### src/rtl/mem_port_arbiter_pkg.sv
// mem_port_arbiter_pkg: shared state encodings and owner ids for the memory port arbiter
package mem_port_arbiter_pkg;
   typedef enum logic [1:0] {
      ARB_IDLE   = 2'd0,
      ARB_BUSY_I = 2'd1,
      ARB_BUSY_D = 2'd2
   } arb_state_t;
   typedef logic owner_t;
   localparam owner_t OWNER_IF = 1'b0;
   localparam owner_t OWNER_DM = 1'b1;
   function automatic owner_t owner_of(arb_state_t s);
      return (s == ARB_BUSY_D) ? OWNER_DM : OWNER_IF;
   endfunction
endpackage

### src/rtl/mem_port_arbiter_starve_ctr.sv
// arb_starve_ctr: counts data grants made while fetch waits and flags when the limit is reached
module arb_starve_ctr #(
   parameter int LIMIT = 4
) (
   input  logic clk,
   input  logic reset,
   input  logic inc,
   input  logic clr,
   output logic at_limit
);
   localparam int W = $clog2(LIMIT + 1);
   localparam logic [W-1:0] LIM = W'(LIMIT);
   logic [W-1:0] cnt;
   always_ff @(posedge clk) begin
      if (!reset || clr) cnt <= '0;
      else if (inc && cnt != LIM) cnt <= cnt + 1'b1;
   end
   assign at_limit = cnt == LIM;
endmodule

### src/rtl/mem_port_arbiter.sv
// mem_port_arbiter: one-outstanding arbiter sharing the memory port between fetch and data.
// Define ARB_STARVE_GUARD_EN to force a fetch grant after STARVE_LIMIT data grants.
module mem_port_arbiter
   import mem_port_arbiter_pkg::*;
#(
   parameter int ADDR_W       = 32,
   parameter int DATA_W       = 32,
   parameter int STARVE_LIMIT = 4
) (
   input  logic                clk,
   input  logic                reset,
   input  logic                flush_in,
   input  logic                if_req,
   input  logic [ADDR_W-1:0]   if_addr,
   output logic                if_gnt,
   output logic                if_rvalid,
   output logic [DATA_W-1:0]   if_rdata,
   input  logic                dm_req,
   input  logic                dm_we,
   input  logic [ADDR_W-1:0]   dm_addr,
   input  logic [DATA_W-1:0]   dm_wdata,
   input  logic [DATA_W/8-1:0] dm_wstrb,
   output logic                dm_gnt,
   output logic                dm_rvalid,
   output logic [DATA_W-1:0]   dm_rdata,
   output logic                mem_req,
   output logic                mem_we,
   output logic [ADDR_W-1:0]   mem_addr,
   output logic [DATA_W-1:0]   mem_wdata,
   output logic [DATA_W/8-1:0] mem_wstrb,
   input  logic                mem_ack,
   input  logic [DATA_W-1:0]   mem_rdata,
   output logic                busy
);
   arb_state_t state;
   owner_t owner;
   logic discard, force_if, pick_d, pick_i, done, resp_if, resp_dm;
   assign busy    = state != ARB_IDLE;
   assign owner   = owner_of(state);
   assign done    = busy && mem_ack;
   assign resp_if = done && owner == OWNER_IF && !discard && !flush_in;
   assign resp_dm = done && owner == OWNER_DM;
   assign pick_d  = state == ARB_IDLE && dm_req && !force_if;
   assign pick_i  = state == ARB_IDLE && if_req && !flush_in && (!dm_req || force_if);
`ifdef ARB_STARVE_GUARD_EN
   logic at_limit;
   arb_starve_ctr #(.LIMIT(STARVE_LIMIT)) u_starve (
      .clk(clk),
      .reset(reset),
      .inc(pick_d && if_req),
      .clr(pick_i || !if_req),
      .at_limit(at_limit)
   );
   assign force_if = at_limit && if_req && !flush_in;
`else
   logic [31:0] unused_limit;
   assign unused_limit = STARVE_LIMIT;
   assign force_if = 1'b0;
`endif
   always_ff @(posedge clk) begin
      if (!reset) begin
         state     <= ARB_IDLE;
         discard   <= 1'b0;
         if_gnt    <= 1'b0;
         dm_gnt    <= 1'b0;
         if_rvalid <= 1'b0;
         dm_rvalid <= 1'b0;
         if_rdata  <= '0;
         dm_rdata  <= '0;
         mem_req   <= 1'b0;
         mem_we    <= 1'b0;
         mem_addr  <= '0;
         mem_wdata <= '0;
         mem_wstrb <= '0;
      end else begin
         if_gnt    <= pick_i;
         dm_gnt    <= pick_d;
         if_rvalid <= resp_if;
         dm_rvalid <= resp_dm;
         if_rdata  <= resp_if ? mem_rdata : '0;
         dm_rdata  <= (resp_dm && !mem_we) ? mem_rdata : '0;
         discard   <= done ? 1'b0 : (discard || (state == ARB_BUSY_I && flush_in));
         if (pick_d || pick_i) begin
            state     <= pick_d ? ARB_BUSY_D : ARB_BUSY_I;
            mem_req   <= 1'b1;
            mem_we    <= pick_d && dm_we;
            mem_addr  <= pick_d ? dm_addr : if_addr;
            mem_wdata <= pick_d ? dm_wdata : '0;
            mem_wstrb <= pick_d ? dm_wstrb : '0;
         end else if (done) begin
            state   <= ARB_IDLE;
            mem_req <= 1'b0;
         end
      end
   end
endmodule

### config.mk
export PLATFORM = sky130hd
export DESIGN_NAME = mem_port_arbiter
export DESIGN_NICKNAME = d
export VERILOG_FILES = /design/src/rtl/mem_port_arbiter_pkg.sv /design/src/rtl/mem_port_arbiter_starve_ctr.sv /design/src/rtl/mem_port_arbiter.sv
export SDC_FILE = /design/constraint.sdc
export NUM_CORES = 1
export LEC_CHECK = 0
export ABC_AREA = 1
export CORE_MARGIN = 4
export CORE_UTILIZATION = 30
export DETAILED_ROUTE_END_ITERATION = 8
export SLEW_MARGIN = 25
export SYNTH_ARGS = -nofsm -noshare
export SYNTH_HDL_FRONTEND = slang
export SYNTH_HIERARCHICAL = 1
export SYNTH_SLANG_ARGS = --single-unit
### constraint.sdc
create_clock -name clk -period 1.6 [get_ports clk]
set_input_delay 0.32 -clock clk [delete_from_list [all_inputs] [get_ports clk]]
set_output_delay 0.32 -clock clk [all_outputs]
set_load 0.005 [all_outputs]
# Word-level counts from Yosys, hierarchy flattened
# Cells that the tools add are included.
[classes]
n_eq_ne = 2
muxes = 9
n_bitwise = 2
reduce_logical = 24
[ops]
columns = ["op", "count"]
rows = [
  ["$mux W32", 2],
  ["$logic_and A1 B1 Y1", 12],
  ["$mux W2", 3],
  ["$logic_not A1 Y1", 4],
  ["$mux W4", 1],
  ["$reduce_and A2 Y1", 2],
  ["$reduce_bool A2 Y1", 2],
  ["$mux W1", 3],
  ["$eq A2 B1 Y1 const B", 1],
  ["$eq A2 B2 Y1 const B", 1],
  ["$logic_not A2 Y1", 1],
  ["$logic_or A1 B1 Y1", 2],
  ["$not A1 Y1", 2],
  ["$reduce_or A2 Y1", 1],
]
[totals]
regBits = 141
input_bits = 139
output_inout_bits = 139
word_cells = 50

# Longest topological paths before layout
# Gate-level depths: netlist of the first run.
[logic_depth]
depth_word = 7
ltp_mapped = 8
mapped_depth_nobuf = 6

# Worst setup path before layout of the first run
# Ideal clock, no wire load.
[synth_path]
kind = "input -> register"
start = "input port dm_req"
end = "register mem_addr[11]"
setup_time_ns = 0.113
arrival_ns = 1.142
required_ns = 1.487
path_slack_ns = 0.345
path_stages = 7
path_buffers = 2
path_cell_list = "buf_2 -> nor2_1 -> nand3_1 -> clkbuf_1 -> nand3_1 -> nand2_1 -> nor2_1"
[synth_between]
elab_chain_len = 3
[synth_rtl]
columns = ["item", "line_no", "text"]
rows = [
  ["start: declaration", "mem_port_arbiter.sv:18", "input logic dm_req,"],
  ["$logic_not A1 Y1", "mem_port_arbiter.sv:44", "assign pick_i = state == ARB_IDLE && if_req && !flush_in && (!dm_req || force_if);"],
  ["$logic_and A1 B1 Y1", "mem_port_arbiter.sv:44", ""],
  ["$logic_or A1 B1 Y1", "mem_port_arbiter.sv:83", "if (pick_d || pick_i) begin"],
  ["end signal: assignment", "mem_port_arbiter.sv:87", "mem_addr <= pick_d ? dm_addr : if_addr;"],
  ["end: declaration", "mem_port_arbiter.sv:28", "output logic [ADDR_W-1:0] mem_addr,"],
]
# Several ways; a longest one is shown, not always the timed one.
# A chain may end at the register's enable or synchronous reset.

# Worst setup path after layout of the first run
[layout_path]
start = "register if_rdata[28]"
end = "output port if_rdata[28]"
[layout_rtl]
columns = ["item", "line_no", "text"]
rows = [
  ["start: declaration", "mem_port_arbiter.sv:17", "output logic [DATA_W-1:0] if_rdata,"],
  ["start signal: assignment", "mem_port_arbiter.sv:80", "if_rdata <= resp_if ? mem_rdata : '0;"],
]
# No word-level cell between the ends.

==> metrics.yaml, run 1 <==
status: "finished, final reports clean"
fin_skew_ns: 0.008841
end_kind: "output pin"
cp_top_family: "buffers and inverters"
p_leak_nw: 4.829
arrival_ns: 1.24
cts-root-buf: "clkbuf_16"
cts_hold_buf: 0
slew_violations: 0
synth_top_area_cell: "dfxtp_1"
total_power_mw: 9.223
final_common_cell: "clkdlybuf4s50_1"
mostFrequentLayoutCells: "179 x clkdlybuf4s50_1, 178 x nand2_1, 139 x dfxtp_1, 105 x nand3_1, 102 x nor2_1"
nets: 1100
first_pass_iters: 4
clock-sinks: 141
overflow: 0
vias_per_cell: 4.264
clock.fmax_mhz: 641.5
track_usage_pct: 17.20
cts_buffer_depth: 2
critPathRequiredTime_ns: 1.28
clkLatencyLatePin_ns: 0.41
drive_gt1_share_pct: 6.879
antenna_found_initial: 0
synthCells: 683
yosysUniqueCellTypes: 18
yosys_register_bits: 141
final_area_sq_mm: 0.008879
post-dp-hpwl_um: 12180
yosysWarningCount: 6
worst-path-buf-inv: 1
worstHoldPathType: "in2reg"
grt_setup_unrepaired: "false"
crit_slowest_cell: "clkdlybuf4s50_1"
hold_viol: 0
critPathMaxFanout: 1
worstSetupStartpointType: "register"
maxSlewHeadroom_pct: 76.93
yosys-top-cells-area: "dfxtp_1 55%, nand2_1 13%, nand3_1 10%"
powerDensity_mw_per_mm2: 1039
gp_congestion: 0.7815
core_sq_mm: 0.01658
grt_first_pass_wirelength_um: 26710
wl_per_cell_um: 14.03
htreeDepth: 4
diodes: 0
dieArea_sq_mm: 0.01912
start_util_pct: 30.70
io_pins: 278
grt_pass1_vias: 4922
dp.cells: 1162
setup_viol: 0
ant_nets: 0
rows: 47
die_h_um: 138.3
numCtsBuffers: 17
path_cells: "clkdlybuf4s50_1"
grt_max_degree: 52
clk_pin_slew_worst_paths_ns: 0.07
cap_viol_max_count: 0
syn-cell-area_sq_mm: 0.005091
num_vias: 5091
drt_iter0_drc: 203
period_needed_ns: 1.559
drcViolationCount: 0
finalCritPeriodShare_pct: 97.43
worstHoldStart: "reset"
port_buffers: 277
finalWirelength_um: 16750
area_growth_pct: 74.39
fin_setup_tns_ns: 0
die_w_um: 138.3
placed_area_sq_mm: 0.008277
cpPeakStageDelay_ns: 0.51
worst_slew_pin_slew_ns: 0.3461
crit_path_start: "if_rdata[28]"
ir_worst_vdd_v: 0.0007287
worstSetupPathType: "reg2out"
yosysTopAreaCellShare_pct: 55.44
cts_tree: "built"
yosysSeqAreaShare_pct: 55.44
avgSynthCellArea_sq_um: 7.454
syn_nets: 822
regToRegStartpoint: "state[1]"
fin_cells: 1194
[Yosys cell counts]
| master | count |
|---|---|
| a21oi_1 | 1 |
| dfxtp_1 | 141 |
| o21ai_0 | 1 |
| inv_1 | 71 |
| clkbuf_1 | 18 |
| buf_1 | 4 |
| nand2_2 | 1 |
| nand3_1 | 105 |
| o21ai_2 | 1 |
| nand2_1 | 179 |
| buf_2 | 20 |
| nor2_1 | 102 |
| buf_4 | 3 |
| nor2_2 | 1 |
| o21a_1 | 1 |
| nor3_1 | 32 |
| nand4_1 | 1 |
| nor2_4 | 1 |
[path summary, 6_finish.rpt]
check / to / slack, ns / cells past startpoint
worst min-delay path: mem_wstrb[2] / 0.28 / 3
worst max register to register: mem_addr[25] / 0.22 / 6
worst max-delay path: if_rdata[28] / 0.04 / 1
worst min register to register: mem_req / 0.45 / 2
[cell type report]
type / instances / area, sq um
multi-input cells: 426 / 1807
flip-flops and latches: 141 / 2828
clock buffers: 17 / 425.4
repair buffers: 304 / 3127
fillers: 1632 / 7705
well taps: 220 / 275.3
clock inverters: 15 / 150.1
inverters: 71 / 266.5
[state kept, by name (all words and copies together) (netlist names), 2 cells and up]
register and flops:
mem_addr 32, mem_wdata 32, state 2, mem_wstrb 4, dm_rdata 32, if_rdata 32
[per-stage QoR]
stage	setup WS [ns]	hold WS [ns]	utilization (%)
final	0.04115	0.2792	53.54
after global routing	0.0009295	0.2834	53.54
after CTS	0.0001985	0.2609	52.96
after detailed placement	-0.1309	0.4532	49.91
after global placement	-0.09405	0.4511	49.91
after floorplan	0.3451	0.4305	-
[layer usage]
metal,vias to the layer above,share of wire (%),track usage [%]
li1,2659,-,-
met1,2247,42,19.89
met2,164,50,29.93
met3,21,6.6,5.801
met4,0,1.6,5.668
met5,-,0,0
[power breakdown]
| part | internal (mW) | switching, mW |
|---|---|---|
| clock network | 2.20 | 1.64 |
| registers | 3.72 | 0.0896 |
| logic | 0.840 | 0.739 |
[cell families after synthesis]
family / Yosys count / share of synthesized area, %
flip-flops: 141 / 55.44
buffers and inverters: 116 / 9.265
AO/OA/AOI/OAI: 4 / 0.5160
AND/OR/NAND/NOR: 422 / 34.78
[repair_timing]
action / 4_1_cts / 5_1_grt
gates resized for setup: 63 / 39
gates cloned: 0 / 0
pin swaps: 0 / 0
buffers inserted: 0 / 0
endpoints found under the setup margin: 60 / 38
(Power assumes the default switching activity.)
==> run 2, diff against run 1 <==
--- a/config.mk
+++ b/config.mk
@@ -9,7 +9,7 @@
 export CORE_MARGIN = 4
 export CORE_UTILIZATION = 30
 export DETAILED_ROUTE_END_ITERATION = 8
-export SLEW_MARGIN = 25
+export SLEW_MARGIN = 20
 export SYNTH_ARGS = -nofsm -noshare
 export SYNTH_HDL_FRONTEND = slang
 export SYNTH_HIERARCHICAL = 1
==> results of run 2 <==
No change in the layout: final DEF, timing and power equal those of run 1.
==> run 3, diff against run 2 <==
--- a/config.mk
+++ b/config.mk
@@ -5,11 +5,11 @@
 export SDC_FILE = /design/constraint.sdc
 export NUM_CORES = 1
 export LEC_CHECK = 0
-export ABC_AREA = 1
 export CORE_MARGIN = 4
 export CORE_UTILIZATION = 30
 export DETAILED_ROUTE_END_ITERATION = 8
-export SLEW_MARGIN = 20
+export PLACE_DENSITY = 0.65
+export SLEW_MARGIN = 25
 export SYNTH_ARGS = -nofsm -noshare
 export SYNTH_HDL_FRONTEND = slang
 export SYNTH_HIERARCHICAL = 1
==> run 3 against run 2 <==
Cell count shrank 18%. Via count down 10%. Clock skew down 0.0010 ns. Critical path type unchanged. Largest power group unchanged.
==> metrics.yaml, run 3 <==
status: "finished, final reports clean"
arrival_ns: 1.24
slew_violations: 0
end_kind: "output pin"
p_leak_nw: 4.210
hold_viol: 0
p_switching_mw: 2.101
area_growth_pct: 77.58
finalWirelength_um: 16180
antenna_found_initial: 0
synth_edf_count: 0
fillers: 1409
setup_viol: 0
period_needed_ns: 1.555
numCtsBuffers: 17
yosysWarningCount: 6
fin_cells: 976
clk_pin_slew_worst_paths_ns: 0.06
async_flop_share_pct: 0
seqPwrFrac_pct: 42.6
synthCells: 465
synth_ff_type: "dfxtp_1"
clock-sinks: 141
num_vias: 4568
cap_viol_max_count: 0
cts_buffer_depth: 2
maxSlewHeadroom_pct: 73.91
core_sq_mm: 0.01600
dieArea_sq_mm: 0.01854
htreeDepth: 4
yosysTopAreaCellShare_pct: 57.29
critPathRequiredTime_ns: 1.28
fin_util_pct: 54.68
gp_congestion: 0.7926
cts_hold_buf: 0
yosys_register_bits: 141
dp.cells: 943
synthTopCellsByCount: "141 x dfxtp_1, 65 x and2_1, 38 x a22o_1"
diodes: 0
synth_most_common_cell: "dfxtp_1"
clock.fmax_mhz: 643.0
p_comb_share_pct: 14.0
yosys-top-cells-area: "dfxtp_1 57%, and2_1 8.3%, a22o_1 6.8%"
worst-path-buf-inv: 1
port_buffers: 277
syn_nets: 604
p_int_mw: 6.862
cpPeakStageDelay_ns: 0.50
final_common_cell: "clkdlybuf4s50_1"
yosysSeqAreaShare_pct: 57.29
critPathMaxFanout: 2
synth_top_area_cell: "dfxtp_1"
ir_worst_vdd_v: 0.0007773
worstSetupStartpointType: "register"
start_util_pct: 30.79
cp_top_family: "buffers and inverters"
cts_tree: "built"
clkLatencyLatePin_ns: 0.41
fin_skew_ns: 0.007828
drt_iter0_drc: 247
placed_area_sq_mm: 0.008104
grt_first_pass_wirelength_um: 24010
overflow: 0
final_area_sq_mm: 0.008750
ant_nets: 0
grt_max_degree: 59
vias_per_cell: 4.680
r2r_slack_ns: 0.11
crit_slowest_cell: "clkdlybuf4s50_1"
drcViolationCount: 0
pwr-share-clk_pct: 43.4
worstHoldPathType: "in2reg"
rows: 46
mostFrequentLayoutCells: "186 x clkdlybuf4s50_1, 123 x dfxtp_1, 65 x and2_1, 54 x dlygate4sd2_1, 38 x a22o_1"
nets: 886
die_h_um: 136.2
die_w_um: 136.2
switching_share_pct: 23.44
holdWs_ns: 0.4260
finalCritPeriodShare_pct: 97.20
wl_per_cell_um: 16.57
drive_gt1_share_pct: 10.39
io_pins: 278
worstSetupPathType: "reg2out"
syn-cell-area_sq_mm: 0.004927
first_pass_iters: 4
worst_slew_pin_slew_ns: 0.3904
powerDensity_mw_per_mm2: 1024
grt_setup_unrepaired: "true"
cts-root-buf: "clkbuf_16"
yosysUniqueCellTypes: 28
track_usage_pct: 16.65
post-dp-hpwl_um: 12010
grt_pass1_vias: 4696
avgSynthCellArea_sq_um: 10.60
path_cells: "clkdlybuf4s50_1"
run 3: cell count changes in the layout (fill, tap and decap cells not counted), sizes merged, moves of 32 or more:
cell	change
a2111oi	+32
a22o	+38
and2	+65
inv	-44
nand2	-178
nand3	-105
nor2	-70
nor3b	+34
o31ai	+32
run 3: cell type report:
| cell class | count | area, sq um | share of cell area (%) |
|---|---|---|---|
| clock buffers | 21 | 460.4 | 5.262 |
| clock inverters | 11 | 132.6 | 1.516 |
| inverters | 33 | 126.4 | 1.444 |
| multi-input cells | 253 | 1832 | 20.94 |
| flip-flops and latches | 141 | 2845 | 32.52 |
| well taps | 216 | 270.3 | 3.089 |
| repair buffers | 301 | 3083 | 35.24 |
run 3: what timing repair did:
| action | 4_1_cts | 5_1_grt |
|---|---|---|
| setup buffers | 0 | 1 |
| pin swaps | 0 | 1 |
| resized for setup | 67 | 41 |
| endpoints found under the setup margin | 54 | 41 |
run 3: stage by stage:
step	setup TNS (ns)	setup slack, ns	power [mW]
after detailed placement	-23.50	-0.3235	5.236
after floorplan	0	0.1680	4.317
final	0	0.04479	8.963
after global placement	-20.98	-0.2273	5.207
after CTS	-0.03965	-0.03965	9.093
after global routing	-0.01306	-0.01306	9.341
run 3: worst paths after layout:
check / cells after the start / end / startpoint
worst min register to register: 1 / mem_wdata[13] / mem_wdata[13]
worst max register to register: 6 / mem_wdata[18] / state[0]
worst min-delay path: 3 / mem_req / dm_req
worst max-delay path: 1 / mem_wdata[25] / mem_wdata[25]
run 3: cell families (layout without fill, tap and decap cells):
group | after synthesis | after routing | share of synthesized area [%]
compound gates | 109 | 109 | 18.97
buf+inv | 71 | 366 | 5.892
flops | 141 | 141 | 57.29
simple gates | 144 | 144 | 17.85
run 3: worst min-delay path: cells and delay by family:
kind / cells / cell delay [ns]
AO/OA/AOI/OAI: 2 / 0.30
buffers and inverters: 1 / 0.16
run 3: power by group through the flow:
stage	logic, mW	registers [mW]	clock network (mW)
final	1.25	3.82	3.89
after global routing	1.35	3.84	4.15
after CTS	1.27	3.82	4.00
after detailed placement	1.34	3.89	0
after global placement	1.32	3.88	0
after floorplan	0.424	3.89	0
run 3: layer usage:
layer  part of all wire [%]  global-route usage [%]
met5                      0                       0
met4                    2.3                   6.327
met3                    9.0                   7.069
met2                     51                   29.72
met1                     37                   17.29
